===== src/rtl/serial_pattern_tx.sv =====
`default_nettype none
// ============================================================================
// Module      : serial_pattern_tx
// Description : Serial bit-stream transmitter. Accepts a parallel word over a
//               valid/ready handshake and shifts it out MSB-first on w, one
//               bit per DIV-cycle bit period. It also keeps a saturating count
//               of the "0011" sequences that appear on w.
// Revision    : 1.0 - initial release
// ============================================================================
module serial_pattern_tx #(
    parameter int WIDTH    = 8,
    parameter int DIV      = 4,
    parameter bit IDLE_LVL = 1'b0,
    parameter int CNT_W    = 16
) (
    input  logic             clk,
    input  logic             reset,
    input  logic [WIDTH-1:0] load_data,
    input  logic             load_valid,
    output logic             load_ready,
    output logic             w,
    output logic             bit_strobe,
    output logic             busy,
    output logic             done,
    output logic [CNT_W-1:0] pattern_cnt
);

    // ------------------------------------------------------------------------
    // Constants
    // ------------------------------------------------------------------------
    localparam int c_DIV_W = $clog2(DIV);
    localparam int c_IDX_W = $clog2(WIDTH);

    localparam logic [c_DIV_W-1:0] c_DIV_LAST = c_DIV_W'(DIV - 1);
    localparam logic [c_IDX_W-1:0] c_IDX_LAST = c_IDX_W'(WIDTH - 1);
    localparam logic [CNT_W-1:0]   c_CNT_MAX  = {CNT_W{1'b1}};

    localparam logic [1:0] c_S_IDLE  = 2'd0;
    localparam logic [1:0] c_S_ARMED = 2'd1;
    localparam logic [1:0] c_S_SHIFT = 2'd2;

    // ------------------------------------------------------------------------
    // Signals
    // ------------------------------------------------------------------------
    logic [c_DIV_W-1:0] r_div_cnt;
    logic               w_tick;

    logic [1:0]         r_state;
    logic [1:0]         w_state_nxt;
    logic               w_accept;
    logic               w_last_bit;

    logic [WIDTH-1:0]   r_shreg;
    logic [c_IDX_W-1:0] r_bit_idx;
    logic               r_w;
    logic               r_bit_strobe;
    logic               r_done;

    // Only the three newest history bits are ever compared against the
    // incoming value, so the oldest of the four-bit window is not stored.
    logic [2:0]         r_hist;
    logic [3:0]         w_window;
    logic [CNT_W-1:0]   r_pattern_cnt;

    assign w_tick     = (r_div_cnt == c_DIV_LAST);
    assign w_accept   = load_valid && (r_state == c_S_IDLE);
    assign w_last_bit = (r_bit_idx == '0);
    assign w_window   = {r_hist, r_w};

    assign w           = r_w;
    assign bit_strobe  = r_bit_strobe;
    assign done        = r_done;
    assign pattern_cnt = r_pattern_cnt;

    // Free-running bit-period divider; restarts from zero after reset.
    always_ff @(posedge clk or negedge reset) begin
        if (!reset) begin
            r_div_cnt <= '0;
        end else if (w_tick) begin
            r_div_cnt <= '0;
        end else begin
            r_div_cnt <= r_div_cnt + c_DIV_W'(1);
        end
    end

    // FSM state register.
    always_ff @(posedge clk or negedge reset) begin
        if (!reset) begin
            r_state <= c_S_IDLE;
        end else begin
            r_state <= w_state_nxt;
        end
    end

    // FSM next-state logic: accept is tick-independent, bit moves wait for tick.
    always_comb begin
        w_state_nxt = r_state;
        case (r_state)
            c_S_IDLE: begin
                if (w_accept) begin
                    w_state_nxt = c_S_ARMED;
                end
            end
            c_S_ARMED: begin
                if (w_tick) begin
                    w_state_nxt = c_S_SHIFT;
                end
            end
            c_S_SHIFT: begin
                if (w_tick && w_last_bit) begin
                    w_state_nxt = c_S_IDLE;
                end
            end
            default: begin
                w_state_nxt = c_S_IDLE;
            end
        endcase
    end

    // FSM outputs decoded from the current state.
    always_comb begin
        load_ready = 1'b0;
        busy       = 1'b0;
        case (r_state)
            c_S_IDLE:  load_ready = 1'b1;
            c_S_ARMED: busy       = 1'b1;
            c_S_SHIFT: busy       = 1'b1;
            default: begin
                load_ready = 1'b0;
                busy       = 1'b0;
            end
        endcase
    end

    // Shift datapath: capture on accept, drive one bit per tick, then return to idle.
    always_ff @(posedge clk or negedge reset) begin
        if (!reset) begin
            r_shreg      <= '0;
            r_bit_idx    <= '0;
            r_w          <= IDLE_LVL;
            r_bit_strobe <= 1'b0;
            r_done       <= 1'b0;
        end else begin
            r_bit_strobe <= 1'b0;
            r_done       <= 1'b0;
            case (r_state)
                c_S_IDLE: begin
                    if (w_accept) begin
                        r_shreg <= load_data;
                    end
                end
                c_S_ARMED: begin
                    if (w_tick) begin
                        r_w          <= r_shreg[WIDTH-1];
                        r_shreg      <= {r_shreg[WIDTH-2:0], 1'b0};
                        r_bit_idx    <= c_IDX_LAST;
                        r_bit_strobe <= 1'b1;
                    end
                end
                c_S_SHIFT: begin
                    if (w_tick) begin
                        r_bit_strobe <= 1'b1;
                        if (!w_last_bit) begin
                            r_w       <= r_shreg[WIDTH-1];
                            r_shreg   <= {r_shreg[WIDTH-2:0], 1'b0};
                            r_bit_idx <= r_bit_idx - c_IDX_W'(1);
                        end else begin
                            // The idle-level period that follows guarantees
                            // a gap of at least one bit between words.
                            r_w    <= IDLE_LVL;
                            r_done <= 1'b1;
                        end
                    end
                end
                default: begin
                    r_w <= IDLE_LVL;
                end
            endcase
        end
    end

    // Pattern monitor: sample w once per bit period and count saturating "0011" hits.
    always_ff @(posedge clk or negedge reset) begin
        if (!reset) begin
            // All-ones history keeps post-reset idle zeros from faking a match.
            r_hist        <= 3'b111;
            r_pattern_cnt <= '0;
        end else if (w_tick) begin
            r_hist <= w_window[2:0];
            if ((w_window == 4'b0011) && (r_pattern_cnt != c_CNT_MAX)) begin
                r_pattern_cnt <= r_pattern_cnt + CNT_W'(1);
            end
        end
    end

endmodule
`default_nettype wire


===== config.mk =====
export PLATFORM = sky130hd
export DESIGN_NAME = serial_pattern_tx
export DESIGN_NICKNAME = d
export VERILOG_FILES = /design/src/rtl/serial_pattern_tx.sv
export SDC_FILE = /design/constraint.sdc
export NUM_CORES = 1
export LEC_CHECK = 0
export CORE_MARGIN = 2
export CORE_UTILIZATION = 55
export CTS_CLUSTER_DIAMETER = 40
export CTS_CLUSTER_SIZE = 25
export DETAILED_ROUTE_END_ITERATION = 8
export PLACE_DENSITY = 0.86
export SLEW_MARGIN = 0
export SYNTH_ARGS = -nofsm -noshare
export SYNTH_HDL_FRONTEND = slang
export SYNTH_SLANG_ARGS = --single-unit

===== constraint.sdc =====
create_clock -name clk -period 4 [get_ports clk]
set_input_delay 0.8 -clock clk [delete_from_list [all_inputs] [get_ports clk]]
set_output_delay 0.8 -clock clk [all_outputs]
set_load 0.01 [all_outputs]

==> metrics.csv <==
metric;value;unit
cts-resized-gates;0;
maxCapViolCount;0;
n_antenna_cell;0;
num_vias;1383;
path_clk_slew;0.10;ns
synth_top_area_frac;0.454;
place_congestion;0.762;
critPathSlowestCell;clkdlybuf4s50_1;
setup_tns;0;ns
r2r_cells;6;
crit_type;reg -> out;
synthTopCellsByArea;dfrtp_1 45%, mux2_4 6.4%, mux2_2 6.0%, ha_1 5.3%, xor2_1 5.1%;
yosysWarnings;0;
routedWlPerCell;13.9;um
drc;0;
setup_viol;0;
port_buffers;31;
hold_viol;0;
critPathMaxFanout;11;
clock_latency;0.33;ns
grt_usage;0.199;
std_cell_rows;21;
ant_nets;0;
die_y;62.4;um
holdCritStartpoint;r_div_cnt[0]$_DFF_PN0_;
period_share;0.680;
viasPerCell;5.60;
hold_class;reg -> reg;
synth_cell_types;34;
die_x;62.4;um
r2r_start;r_bit_idx[0]$_DFFE_PN0P_;
dieArea;0.00389;sq mm
leakagePower;1.06;nW
clockRootBuffer;clkbuf_4;
cts_sinks;37;
synth_edf_count;0;
cp-end-kind;primary output;
grt_setup_unrepaired;no;
status;finished clean;
cts_tree;done;
finalPower;1.19;mW
hold_depth;1;
grt_pass1_wl;6150;um
antenna_found_initial;0;
stdcell_area;0.00229;sq mm
fmax;0.368;GHz
synth.largest_area_cell;dfrtp_1;
netlist_instances;165;
rrSetupSlack;1.88;ns
fill_cells;267;
hold_buffers;0;
postCtsSetupRepairBufs;0;
grt_remaining_overflow;0;
cts_max_path_buffers;2;
area_delta_synth_final;21.9;%
required;3.20;ns
pin_count;32;
initial_core_util;0.567;
core-area;0.00331;sq mm
first_iter_violations;78;
final_util;0.691;
yosysSeqAreaShare;0.496;
worst_slew_pin_slew;0.506;ns
synth_fp_nets;184;
fin_crit;2.72;ns
dpl.hpwl;2580;um
path_cells;inv_1 -> ha_1 -> clkdlybuf4s50_1;
fin_nets;219;
grt_max_degree;38;
max_stage_delay;0.62;ns
critPathLaunchType;register;
drive_gt1_frac;0.169;
final.setup_skew;0.0102;ns
hold_end;r_div_cnt[0]$_DFF_PN0_;
powerDensity;519;mW/mm^2
wl;3430;um
maxSlewViolCount;0;
r2r_end;r_shreg[6]$_DFFE_PN0P_;
htreeDepth;2;
cts_made_buffers;5;
relSlewSlack;0.663;
grt_pass1_vias;1416;
peakVddDrop;0.397;mV
place_area;0.00223;sq mm
avgSynthCellArea;11.4;sq um
drtPass1Iterations;4;
crit_arrival;1.92;ns
synth_ff_type;dfrtp_1;
synth_seq_cells;37;
syn-cell-area;0.00188;sq mm
async_reset_ff_frac;1.00;
-- critical path: cells and delay by family, from the launching register on --
kind	cells	cell delay, ns
DFF	1	0.38
adders and majority gates	1	0.53
buffers and inverters	2	0.69
-- logic make-up (layout without fill, tap and decap cells) --
kind of cell	after synthesis	after routing	synth area share
adders and majority gates	8	8	0.0534
AOI/OAI and AO/OA	24	24	0.0727
DFF	37	37	0.496
buffers and inverters	13	49	0.0300
muxes	19	19	0.130
and+or+nand+nor	51	51	0.157
xor gates and xnor gates	13	13	0.0607
-- worst max-delay path by stage --
stage,start,end,slack [ns]
floorplan,r_bit_idx[0]$_DFFE_PN0P_,r_shreg[0]$_DFFE_PN0P_,2.15
global placement,load_valid,r_shreg[3]$_DFFE_PN0P_,1.64
detailed placement,load_valid,r_shreg[1]$_DFFE_PN0P_,1.61
CTS,r_state[0]$_DFFE_PN0P_,busy,1.26
global route,r_state[0]$_DFFE_PN0P_,busy,1.17
finish,r_state[0]$_DFFE_PN0P_,busy,1.28
-- area by class of cell --
type                       count  area, sq um  area share
sequential                    37          930       0.406
inverter                       9         33.8      0.0148
timing repair buffer          32          318       0.139
tap                           46         57.6      0.0252
multi-input combinational    115          890       0.389
clock buffer                   8         58.8      0.0257
-- cells in the mapped netlist, drive strengths merged (2+ instances only) --
cell and count:
nor3 9, nor4 3, xor2 11, ha 8, nand2 7, dfstp 3
mux2 19, nor2b 3, nand4 4, inv 9, and3 2, clkbuf 3
xnor2 2, a21oi 12, nand3 8, o21ai 8, dfrtp 34, nor2 8
-- power breakdown --
group          internal, mW  total (mW)  switching [mW]  leakage, nW
Clock                0.0868       0.202           0.115       0.0326
Combinational         0.282       0.479           0.197        0.557
Sequential            0.460       0.508          0.0479        0.467
-- registers in the layout, summed over array words and instances (netlist names) --
register	cells
r_div_cnt	2
r_shreg	8
r_bit_idx	3
bit_strobe	1
r_state	2
pattern_cnt	16
done	1
r_hist	3
w	1
-- placed cells by master (no fill, tap or decap), types with 2 or more instances in the layout --
cell type,instances
dfrtp_1,34
and3_1,2
nand2_1,7
o21ai_0,8
nand3_1,8
inv_1,9
nor2b_1,3
nand4_1,3
xor2_1,11
mux2_2,10
clkbuf_1,2
mux2_4,8
nor3_1,9
clkbuf_4,5
nor2_1,8
nor4_2,2
dfstp_2,3
a21oi_1,12
xnor2_1,2
clkdlybuf4s50_1,31
ha_1,8
-- stage by stage --
stage / hold slack (ns) / std cells / setup WS, ns
2_1_floorplan: 0.430 / 165 / 2.15
3_3_place_gp: 0.442 / 239 / 1.64
3_5_place_dp: 0.461 / 239 / 1.61
4_1_cts: 0.477 / 247 / 1.26
5_1_grt: 0.511 / 247 / 1.17
6_report: 0.471 / 247 / 1.28
-- routing by layer --
metal | vias to the layer above | share of wire | track usage
met4 | 0 | 0.015 | 0.0889
met2 | 35 | 0.52 | 0.344
met1 | 689 | 0.43 | 0.241
li1 | 652 | - | -
met3 | 7 | 0.039 | 0.0414
met5 | - | 0 | 0
No activity file was read; power rests on OpenSTA's default activity.
